==> config.mk <==
export PLATFORM = sky130hd
export DESIGN_NAME = fir_out_decim_fifo
export DESIGN_NICKNAME = d
export VERILOG_FILES = /design/src/rtl/fir_out_decim_fifo.sv
export SDC_FILE = /design/constraint.sdc
export NUM_CORES = 1
export LEC_CHECK = 0
export ABC_CLOCK_PERIOD_IN_PS = 5600
export CELL_PAD_IN_SITES_DETAIL_PLACEMENT = 0
export CELL_PAD_IN_SITES_GLOBAL_PLACEMENT = 2
export CORE_ASPECT_RATIO = 1.2
export CORE_MARGIN = 1.5
export CORE_UTILIZATION = 43
export CTS_BUF_LIST = sky130_fd_sc_hd__clkbuf_16
export CTS_CLUSTER_SIZE = 30
export DETAILED_ROUTE_END_ITERATION = 10
export PLACE_DENSITY = 0.85
export SLEW_MARGIN = 40
export SYNTH_ARGS = -nofsm -noshare
export SYNTH_HDL_FRONTEND = slang
export SYNTH_SLANG_ARGS = --single-unit
export TNS_END_PERCENT = 50
==> constraint.sdc <==
create_clock -name clk -period 5.6 [get_ports clk]
set_input_delay 1.12 -clock clk [delete_from_list [all_inputs] [get_ports clk]]
set_output_delay 1.12 -clock clk [all_outputs]
set_load 0.05 [all_outputs]
==> src/rtl/fir_out_decim_fifo.sv <==
// Output stage behind fir_16tap: drops pipeline warm-up samples, block-averages by DECIM,
// and buffers the decimated stream in a first-word-fall-through FIFO with a sticky drop flag.
module fir_out_decim_fifo #(
  parameter int W     = 16,
  parameter int DECIM = 4,
  parameter int SKIP  = 8,
  parameter int DEPTH = 8
) (
  input  logic                      clk,
  input  logic                      rst,
  input  logic signed [W-1:0]       y_in,
  input  logic                      in_en,
  output logic signed [W-1:0]       m_data,
  output logic                      m_valid,
  input  logic                      m_ready,
  output logic [$clog2(DEPTH):0]    level,
  output logic                      overflow,
  input  logic                      clr_ovf
);

  localparam int LG  = $clog2(DECIM);
  localparam int AW  = W + LG;
  localparam int PHW = (LG > 0) ? LG : 1;
  localparam int SKW = (SKIP > 0) ? $clog2(SKIP + 1) : 1;
  localparam int PW  = $clog2(DEPTH);
  localparam int LW  = PW + 1;

  logic [SKW-1:0]         r_skip;
  logic [PHW-1:0]         r_phase;
  logic signed [AW-1:0]   r_acc;
  logic signed [W-1:0]    r_mem [DEPTH];
  logic [PW-1:0]          r_wr_ptr;
  logic [PW-1:0]          r_rd_ptr;
  logic [LW-1:0]          r_level;
  logic                   r_valid;
  logic                   r_ovf;

  logic                   w_used;
  logic                   w_last;
  logic signed [AW-1:0]   w_ext;
  logic signed [AW-1:0]   w_base;
  logic signed [AW-1:0]   w_sum;
  logic signed [W-1:0]    w_res;
  logic                   w_push;
  logic                   w_pop;
  logic                   w_full;
  logic                   w_accept;
  logic                   w_drop;
  logic [LW-1:0]          w_level_nxt;

  // Group arithmetic: the sum never overflows AW bits, so the shifted mean always fits in W bits.
  always_comb begin
    w_used = in_en & (r_skip == SKW'(SKIP));
    w_last = (r_phase == PHW'(DECIM - 1));
    w_ext  = AW'(y_in);
    if (r_phase == {PHW{1'b0}}) begin
      w_base = {AW{1'b0}};
    end else begin
      w_base = r_acc;
    end
    w_sum  = w_base + w_ext;
    w_res  = W'(w_sum >>> LG);
  end

  // FIFO handshake: a full FIFO still takes a push when the head leaves in the same cycle.
  always_comb begin
    w_push   = w_used & w_last;
    w_pop    = r_valid & m_ready;
    w_full   = (r_level == LW'(DEPTH));
    w_accept = w_push & (~w_full | w_pop);
    w_drop   = w_push & ~w_accept;
    case ({w_accept, w_pop})
      2'b10:   w_level_nxt = r_level + LW'(1);
      2'b01:   w_level_nxt = r_level - LW'(1);
      default: w_level_nxt = r_level;
    endcase
  end

  // Warm-up discard, phase and accumulator advance only on enabled samples.
  always_ff @(posedge clk or negedge rst) begin
    if (!rst) begin
      r_skip  <= {SKW{1'b0}};
      r_phase <= {PHW{1'b0}};
      r_acc   <= {AW{1'b0}};
    end else if (in_en) begin
      if (!w_used) begin
        r_skip <= r_skip + SKW'(1);
      end else begin
        r_acc <= w_sum;
        if (w_last) begin
          r_phase <= {PHW{1'b0}};
        end else begin
          r_phase <= r_phase + PHW'(1);
        end
      end
    end
  end

  // Storage and pointers; entries are cleared so the head reads 0 out of reset.
  always_ff @(posedge clk or negedge rst) begin
    if (!rst) begin
      for (int i = 0; i < DEPTH; i++) begin
        r_mem[i] <= {W{1'b0}};
      end
      r_wr_ptr <= {PW{1'b0}};
      r_rd_ptr <= {PW{1'b0}};
    end else begin
      if (w_accept) begin
        r_mem[r_wr_ptr] <= w_res;
        r_wr_ptr        <= r_wr_ptr + PW'(1);
      end
      if (w_pop) begin
        r_rd_ptr <= r_rd_ptr + PW'(1);
      end
    end
  end

  // Occupancy, valid and sticky drop flag; a drop beats a clear in the same cycle.
  always_ff @(posedge clk or negedge rst) begin
    if (!rst) begin
      r_level <= {LW{1'b0}};
      r_valid <= 1'b0;
      r_ovf   <= 1'b0;
    end else begin
      r_level <= w_level_nxt;
      r_valid <= (w_level_nxt != {LW{1'b0}});
      if (w_drop) begin
        r_ovf <= 1'b1;
      end else if (clr_ovf) begin
        r_ovf <= 1'b0;
      end
    end
  end

  assign m_data   = r_mem[r_rd_ptr];
  assign m_valid  = r_valid;
  assign level    = r_level;
  assign overflow = r_ovf;

endmodule

==> metrics.yaml, run 1 <==
status:
  status: "finished clean"
logic_synthesis:
  synth.distinct_cells: 47
  avgSynthCellArea_um2: 10.17
  seq_area_frac_synth_pct: 49.89
  yosys.area.top_type: "dfrtp_1"
  ys_warn_count: 0
  syn_inst: 809
  ys_ff_latch: 164
  yosysTopAreaCellShare_pct: 49.89
  synthTopCellsByArea: "dfrtp_1, o21ai_0, mux4_2"
  syn_area_mm2: 0.008225
  synth_nets: 857
die:
  core-area_mm2: 0.01879
  die-area_mm2: 0.01997
  fp.dieH_um: 154.5
  initial_utilization_pct: 43.78
  die_w_um: 129.3
  ioPinCount: 43
  fp-row-count: 55
clocking:
  cts-buffers-inserted: 17
  cts_setup_buffers: 0
  cts_resized: 0
  insertion_delay_ps: 420
  max-clock-path-buffers: 2
  cts.clk_slew.worst_paths_ps: 60
  root_buffer: "clkbuf_16"
  htree_levels: 4
  cts_hold_buf: 0
  cts_tree: "built"
  cts_sinks: 164
power_and_ir_drop:
  power_leakage_nw: 4.212
  powerDensity_mw_per_mm2: 498.3
  total_power_w: 0.004744
  vdd_drop_max_uv: 249.0
worst_setup_path:
  ff2ff_path_depth: 12
  path_max_fanout: 22
  worstPathRequired_ps: 4480
  rr_endpoint: "r_mem[43]$_DFFE_PN0P_"
  crit_end: "m_data[12]"
  crit_path_start: "r_rd_ptr[0]$_DFFE_PN0P_"
  rrSetupSlack_ps: 1880
  crit_type: "reg -> out"
  cp_data_arrival_time_ps: 2980
  cp-start-kind: "flop"
  worstSetupEndpointType: "output port"
  reg2reg_from: "r_phase[0]$_DFFE_PN0P_"
routing:
  detail-route-antenna-nets: 0
  postRouteWirelength_um: 19240
  drtPass1Iterations: 5
  wl_per_cell_um: 17.45
  drtIter0Drc: 311
  route.vias.total: 5934
  via_per_inst: 5.380
  drc_errors: 0
min_path:
  hp-class: "reg -> reg"
timing:
  layout_worst_path_cycle_share_pct: 73.21
  setup_viol: 0
  rsz0062_at_grt: "no"
  finalHoldViolCount: 0
  final_max_slew_viol_count: 0
  holdWs_ps: 470.7
  period_minus_slack_ps: 4100
  tns_ps: 0
  slew_headroom_pct: 42.98
  fin_worst_skew_ps: 5.344
  worst_pin_slew_ps: 849.2
  max_freq_ghz: 0.2439
final_layout:
  final_nets: 883
  layout_common_cells: "nand2_1, dfrtp_1, o21ai_0, clkdlybuf4s50_1, mux4_2"
  final_common_cell: "nand2_1"
  layout-drive-gt1-share_pct: 12.28
  synthToLayoutAreaGrowth_pct: 15.73
  diodes: 0
global_routing:
  grt.met2_usage_pct: 35.89
  use_met1_pct: 27.06
  grt_pass1_vias: 6002
  use_met3_pct: 3.667
  track_usage_pct: 21.01
  grt_pass1_wl_um: 31930
  grt_overflow_total: 0
  grt_max_degree: 113
  grt.busiest_layer: "met2"
  antenna_found_initial: 0
placement:
  hpwlAfterDp_um: 12980
  portBuffers: 42
  place_congestion: 0.7877
job:
  drv_cap: 0
## cell usage after synthesis (all sizes together)
cell type    n
a211o        6
a21boi       1
a21o         5
a21oi       25
a311oi       1
a31o         1
a31oi        3
a41oi        1
and2         2
and3         1
and4b        1
buf         14
clkbuf      36
dfrtp      164
fa           2
ha          25
inv         14
mux2        18
mux2i        3
mux4        32
nand2      167
nand2b       4
nand3       13
nand3b       1
nand4        9
nand4b       2
nor2        27
nor2b       23
nor3         9
o2111ai      1
o211a        1
o211ai       1
o21ai      158
o22ai        1
o31ai        1
o41ai        1
or2          2
or3          7
or3b         1
or4b         1
xnor2       15
xor2         9
## logic make-up after synthesis
family | share of synthesized area [%]
AND/OR/NAND/NOR | 14.50
AO/OA/AOI/OAI | 13.77
flip-flops | 49.89
buffers and inverters | 3.179
multiplexers | 11.59
adder cells (fa/ha/maj) | 4.290
XOR/XNOR | 2.784
## flip-flops by register name, indices dropped and copies added (netlist names)
name / count
r_mem: 128
r_rd_ptr: 3
r_phase: 2
m_valid: 1
r_skip: 4
r_wr_ptr: 3
r_acc: 18
level: 4
overflow: 1
## through the flow
stage          util, %  setup slack, ps  std cells  cell area [µm²]
2_1_floorplan        -             2518        809             8225
3_3_place_gp     47.11             1687       1069             8851
3_5_place_dp     47.19             1617       1069             8866
4_1_cts          50.37             1227       1100             9463
5_1_grt          50.67             1350       1103             9519
6_report         50.67             1500       1103             9519
## power breakdown
part	leakage (nW)	switching, W	internal [W]
Sequential	2.22	0.000287	0.00142
Combinational	1.70	0.00114	0.000708
Clock	0.295	0.000453	0.000733
Total	4.21	0.00188	0.00286
## worst min-delay path by stage
stage | startpoint | to | slack [ps] | cells past startpoint
global placement | r_acc[0]$_DFFE_PN0P_ | r_acc[0]$_DFFE_PN0P_ | 450 | 2
floorplan | r_acc[0]$_DFFE_PN0P_ | r_acc[0]$_DFFE_PN0P_ | 440 | 2
finish | r_acc[12]$_DFFE_PN0P_ | r_acc[12]$_DFFE_PN0P_ | 470 | 2
detailed placement | r_acc[0]$_DFFE_PN0P_ | r_acc[0]$_DFFE_PN0P_ | 460 | 2
global route | r_mem[85]$_DFFE_PN0P_ | r_mem[85]$_DFFE_PN0P_ | 490 | 2
CTS | r_acc[0]$_DFFE_PN0P_ | r_acc[0]$_DFFE_PN0P_ | 480 | 2
## per-layer routing
layer	up-vias	routed length (µm)
li1	2872	-
met1	2931	8378
met2	108	9779
met3	23	732
met4	0	352
met5	-	0
## final cells by class
cell class                      instances  area (µm²)
Sequential cell                       164        4113
Clock buffer                           17       425.4
Multi-Input combinational cell        581        3875
Tap cell                              256       320.3
Fill cell                            1702        9268
Inverter                               14       52.55
Timing Repair Buffer                   57       561.8
Clock inverter                         14       171.4
## critical path: stages (launching register included)
cell and delay (ps):
dfrtp_4 720, buf_4 310, mux4_2 540, mux2_2 280, clkdlybuf4s50_1 700
Note: power is estimated with default switching activity, not from simulation.
==> inputs of run 2 (changes only) <==
--- a/config.mk
+++ b/config.mk
@@ -5,16 +5,16 @@
 export SDC_FILE = /design/constraint.sdc
 export NUM_CORES = 1
 export LEC_CHECK = 0
-export ABC_CLOCK_PERIOD_IN_PS = 5600
+export ABC_CLOCK_PERIOD_IN_PS = 3400
 export CELL_PAD_IN_SITES_DETAIL_PLACEMENT = 0
 export CELL_PAD_IN_SITES_GLOBAL_PLACEMENT = 2
 export CORE_ASPECT_RATIO = 1.2
 export CORE_MARGIN = 1.5
-export CORE_UTILIZATION = 43
+export CORE_UTILIZATION = 36
 export CTS_BUF_LIST = sky130_fd_sc_hd__clkbuf_16
 export CTS_CLUSTER_SIZE = 30
 export DETAILED_ROUTE_END_ITERATION = 10
-export PLACE_DENSITY = 0.85
+export PLACE_DENSITY = 0.76
 export SLEW_MARGIN = 40
 export SYNTH_ARGS = -nofsm -noshare
 export SYNTH_HDL_FRONTEND = slang
==> constraint.sdc (replaced) <==
create_clock -name clk -period 3.4 [get_ports clk]
set_input_delay 0.68 -clock clk [delete_from_list [all_inputs] [get_ports clk]]
set_output_delay 0.68 -clock clk [all_outputs]
set_load 0.05 [all_outputs]
==> run 2 against run 1 <==
Compared with the run above: combinational power increased by 90%; cell count increased by 4.0%; sequential power increased by 52%; global-route usage decreased by 1.9 points; register-to-register slack got worse by 1600 ps; utilization decreased by 7.8 points; routed wire length increased by 9.0%; total power increased by 69%; clock power increased by 60%; critical path depth increased by 6; non-clock buffer count increased by 22; first-iteration DRC count decreased by 1.6%.
==> metrics.yaml, run 2 (synthesized netlist as in run 1, its figures left out) <==
timing:
  period_minus_slack_ps: 3114
  rsz0062_at_grt: "no"
  finalWorstSetupSlack_ps: 285.7  # -1215 ps
  finalHoldViolCount: 0  # unchanged
  fin_worst_skew_ps: 8.914  # +3.570 ps
  setup_viol: 0  # unchanged
  layout_worst_path_cycle_share_pct: 91.60
  final_max_slew_viol_count: 0  # unchanged
  slew_headroom_pct: 50.09  # +7.1 points
  worst_pin_slew_ps: 748.7  # -100.5 ps
  tns_ps: 0  # unchanged
  max_freq_ghz: 0.3211
die:
  core-area_mm2: 0.02245  # +19%
  die-area_mm2: 0.02377  # +19%
  fp-row-count: 60  # +9.1%
  initial_utilization_pct: 36.64  # -7.1 points
  die_w_um: 141.0  # +9.1%
  fp.dieH_um: 168.6  # +9.1%
  ioPinCount: 43  # unchanged
final_layout:
  synthToLayoutAreaGrowth_pct: 17.04
  regMostFlops: "r_mem"
  diodes: 0  # unchanged
  fill_cells: 2164  # +27%
  largest_reg_flops: 128  # unchanged
  largestRegisters: "r_mem (128), r_acc (18)"
  regArea_mm2: 0.004105  # -0.18%
  layout-drive-gt1-share_pct: 16.24  # +4.0 points
  layout_common_cells: "nand2_1, dfrtp_1, o21ai_0, buf_4, mux4_2"
  fin_cells: 1147  # +4.0%
  final_nets: 905  # +2.5%
  final_common_cell: "nand2_1"
  multiInputGateArea_mm2: 0.003867  # -0.19%
  fin_util_pct: 42.89  # -7.8 points
worst_setup_path:
  worstSetupEndpointType: "flop"
  worstPathRequired_ps: 3740  # -740 ps
  crit_type: "reg -> reg"
  critPathMaxStageDelay_ps: 540  # -180 ps
  cp_data_arrival_time_ps: 3450  # +470 ps
  crit_cells: 10  # +6
  path_delay_family: "compound AO/OA/AOI/OAI gates"
  crit_top_cell: "ha_1"
  ff2ff_path_depth: 10  # -2
  cp-start-kind: "flop"
  rrSetupSlack_ps: 290  # -1590 ps
  crit_path_top_delay_cell: "or4b_1"
  cp_cell_sequence: "inv_1 > ha_1 > buf_4 > nor2b_1 > ha_1 > a21oi_1 > a31oi_1 > or4b_1 > o211a_2 > o21ai_0"
  path_max_fanout: 13  # -41%
  crit_buf_inv: 2  # unchanged
routing:
  drtIter0Drc: 306  # -1.6%
  route.vias.total: 6048  # +1.9%
  detail-route-antenna-nets: 0  # unchanged
  via_per_inst: 5.273  # -2.0%
  drc_errors: 0  # unchanged
  wl_per_cell_um: 18.29  # +4.8%
  postRouteWirelength_um: 20980  # +9.0%
  drtPass1Iterations: 5  # unchanged
clocking:
  htree_levels: 4  # unchanged
  cts_sinks: 164  # unchanged
  cts_tree: "built"
  cts_hold_buf: 0  # unchanged
  insertion_delay_ps: 420  # about the same
  max-clock-path-buffers: 2  # unchanged
  cts.clk_slew.worst_paths_ps: 60  # about the same
  cts-buffers-inserted: 17  # unchanged
  root_buffer: "clkbuf_16"
min_path:
  hp-class: "in -> async"
job:
  drv_cap: 0  # unchanged
power_and_ir_drop:
  power_switching_w: 0.003183  # +69%
  powerDensity_mw_per_mm2: 831.3  # +67%
  sequentialPowerShare_pct: 32.5  # -3.5 points
  pwr-share-clk_pct: 23.7  # -1.3 points
  power_leakage_nw: 4.330  # +2.8%
  swShare_pct: 39.77  # +0.10 points
  p_comb_share_pct: 43.8  # +4.8 points
  vdd_drop_max_uv: 407.8  # +64%
  internal_power_w: 0.004820  # +68%
placement:
  place_congestion: 0.8212  # +4.3%
  dp_cells: 1117  # +4.5%
  hpwlAfterDp_um: 14170  # +9.2%
  dpl_worst_slack_ps: 59.76  # -1557 ps
  portBuffers: 42  # unchanged
global_routing:
  grt_pass1_wl_um: 34900  # +9.3%
  antenna_found_initial: 0  # unchanged
  grt_max_degree: 73  # -35%
  grt_overflow_total: 0  # unchanged
  track_usage_pct: 19.09  # -1.9 points
  grt_pass1_vias: 6350  # +5.8%
status:
  status: "finished clean"
[run 2: layer usage]
layer / GRT usage [%] / wire length (µm)
met5: 0 / 0
met4: 5.389 / 315
met3: 3.055 / 518
met2: 33.69 / 10760
met1: 24.23 / 9381
[run 2: through the flow]
step                      hold slack, ps  power (W)  cell area [µm²]
after global routing               338.1   0.008612             9627
after CTS                          310.8   0.008094             9619
after detailed placement           462.4   0.006172             9051
after floorplan                    384.4   0.004930             8225
final                              285.7   0.008003             9627
after global placement             455.6   0.006074             9051
[run 2: final cells by class]
class,instances,share of cell area (%)
Sequential cell,164,42.64
Multi-Input combinational cell,581,40.17
Timing Repair Buffer,79,7.109
Clock buffer,17,4.419
Tap cell,279,3.626
Clock inverter,13,1.482
Inverter,14,0.5459
[run 2: timing repair]
action / CTS / global route
endpoints found under the hold margin: 0 / 0
buffers inserted: 0 / 0
endpoints found under the setup margin: 0 / 11
resized for setup: 0 / 2
[run 2: final timing paths]
check / from / end
worst max register to register: r_phase[0]$_DFFE_PN0P_ / r_mem[127]$_DFFE_PN0P_
worst min-delay path: rst / r_mem[91]$_DFFE_PN0P_
worst max-delay path: r_phase[0]$_DFFE_PN0P_ / r_mem[127]$_DFFE_PN0P_
min in group clk: r_acc[12]$_DFFE_PN0P_ / r_acc[12]$_DFFE_PN0P_
worst min register to register: r_acc[12]$_DFFE_PN0P_ / r_acc[12]$_DFFE_PN0P_
max in group asynchronous: rst / r_rd_ptr[0]$_DFFE_PN0P_
[run 2: power by group through the flow]
stage | Clock [W] | Combinational [W] | Sequential, W
final | 0.00190 | 0.00351 | 0.00260
after global routing | 0.00204 | 0.00391 | 0.00266
after CTS | 0.00194 | 0.00355 | 0.00260
after detailed placement | 0 | 0.00354 | 0.00263
after global placement | 0 | 0.00347 | 0.00260
after floorplan | 0 | 0.00230 | 0.00263
==> inputs of run 3 (changes only) <==
--- a/config.mk
+++ b/config.mk
@@ -6,6 +6,7 @@
 export NUM_CORES = 1
 export LEC_CHECK = 0
 export ABC_CLOCK_PERIOD_IN_PS = 3400
+export CAP_MARGIN = 20
 export CELL_PAD_IN_SITES_DETAIL_PLACEMENT = 0
 export CELL_PAD_IN_SITES_GLOBAL_PLACEMENT = 2
 export CORE_ASPECT_RATIO = 1.2
==> results of run 3 <==
Final layout, timing and power as in run 2 (identical DEF).
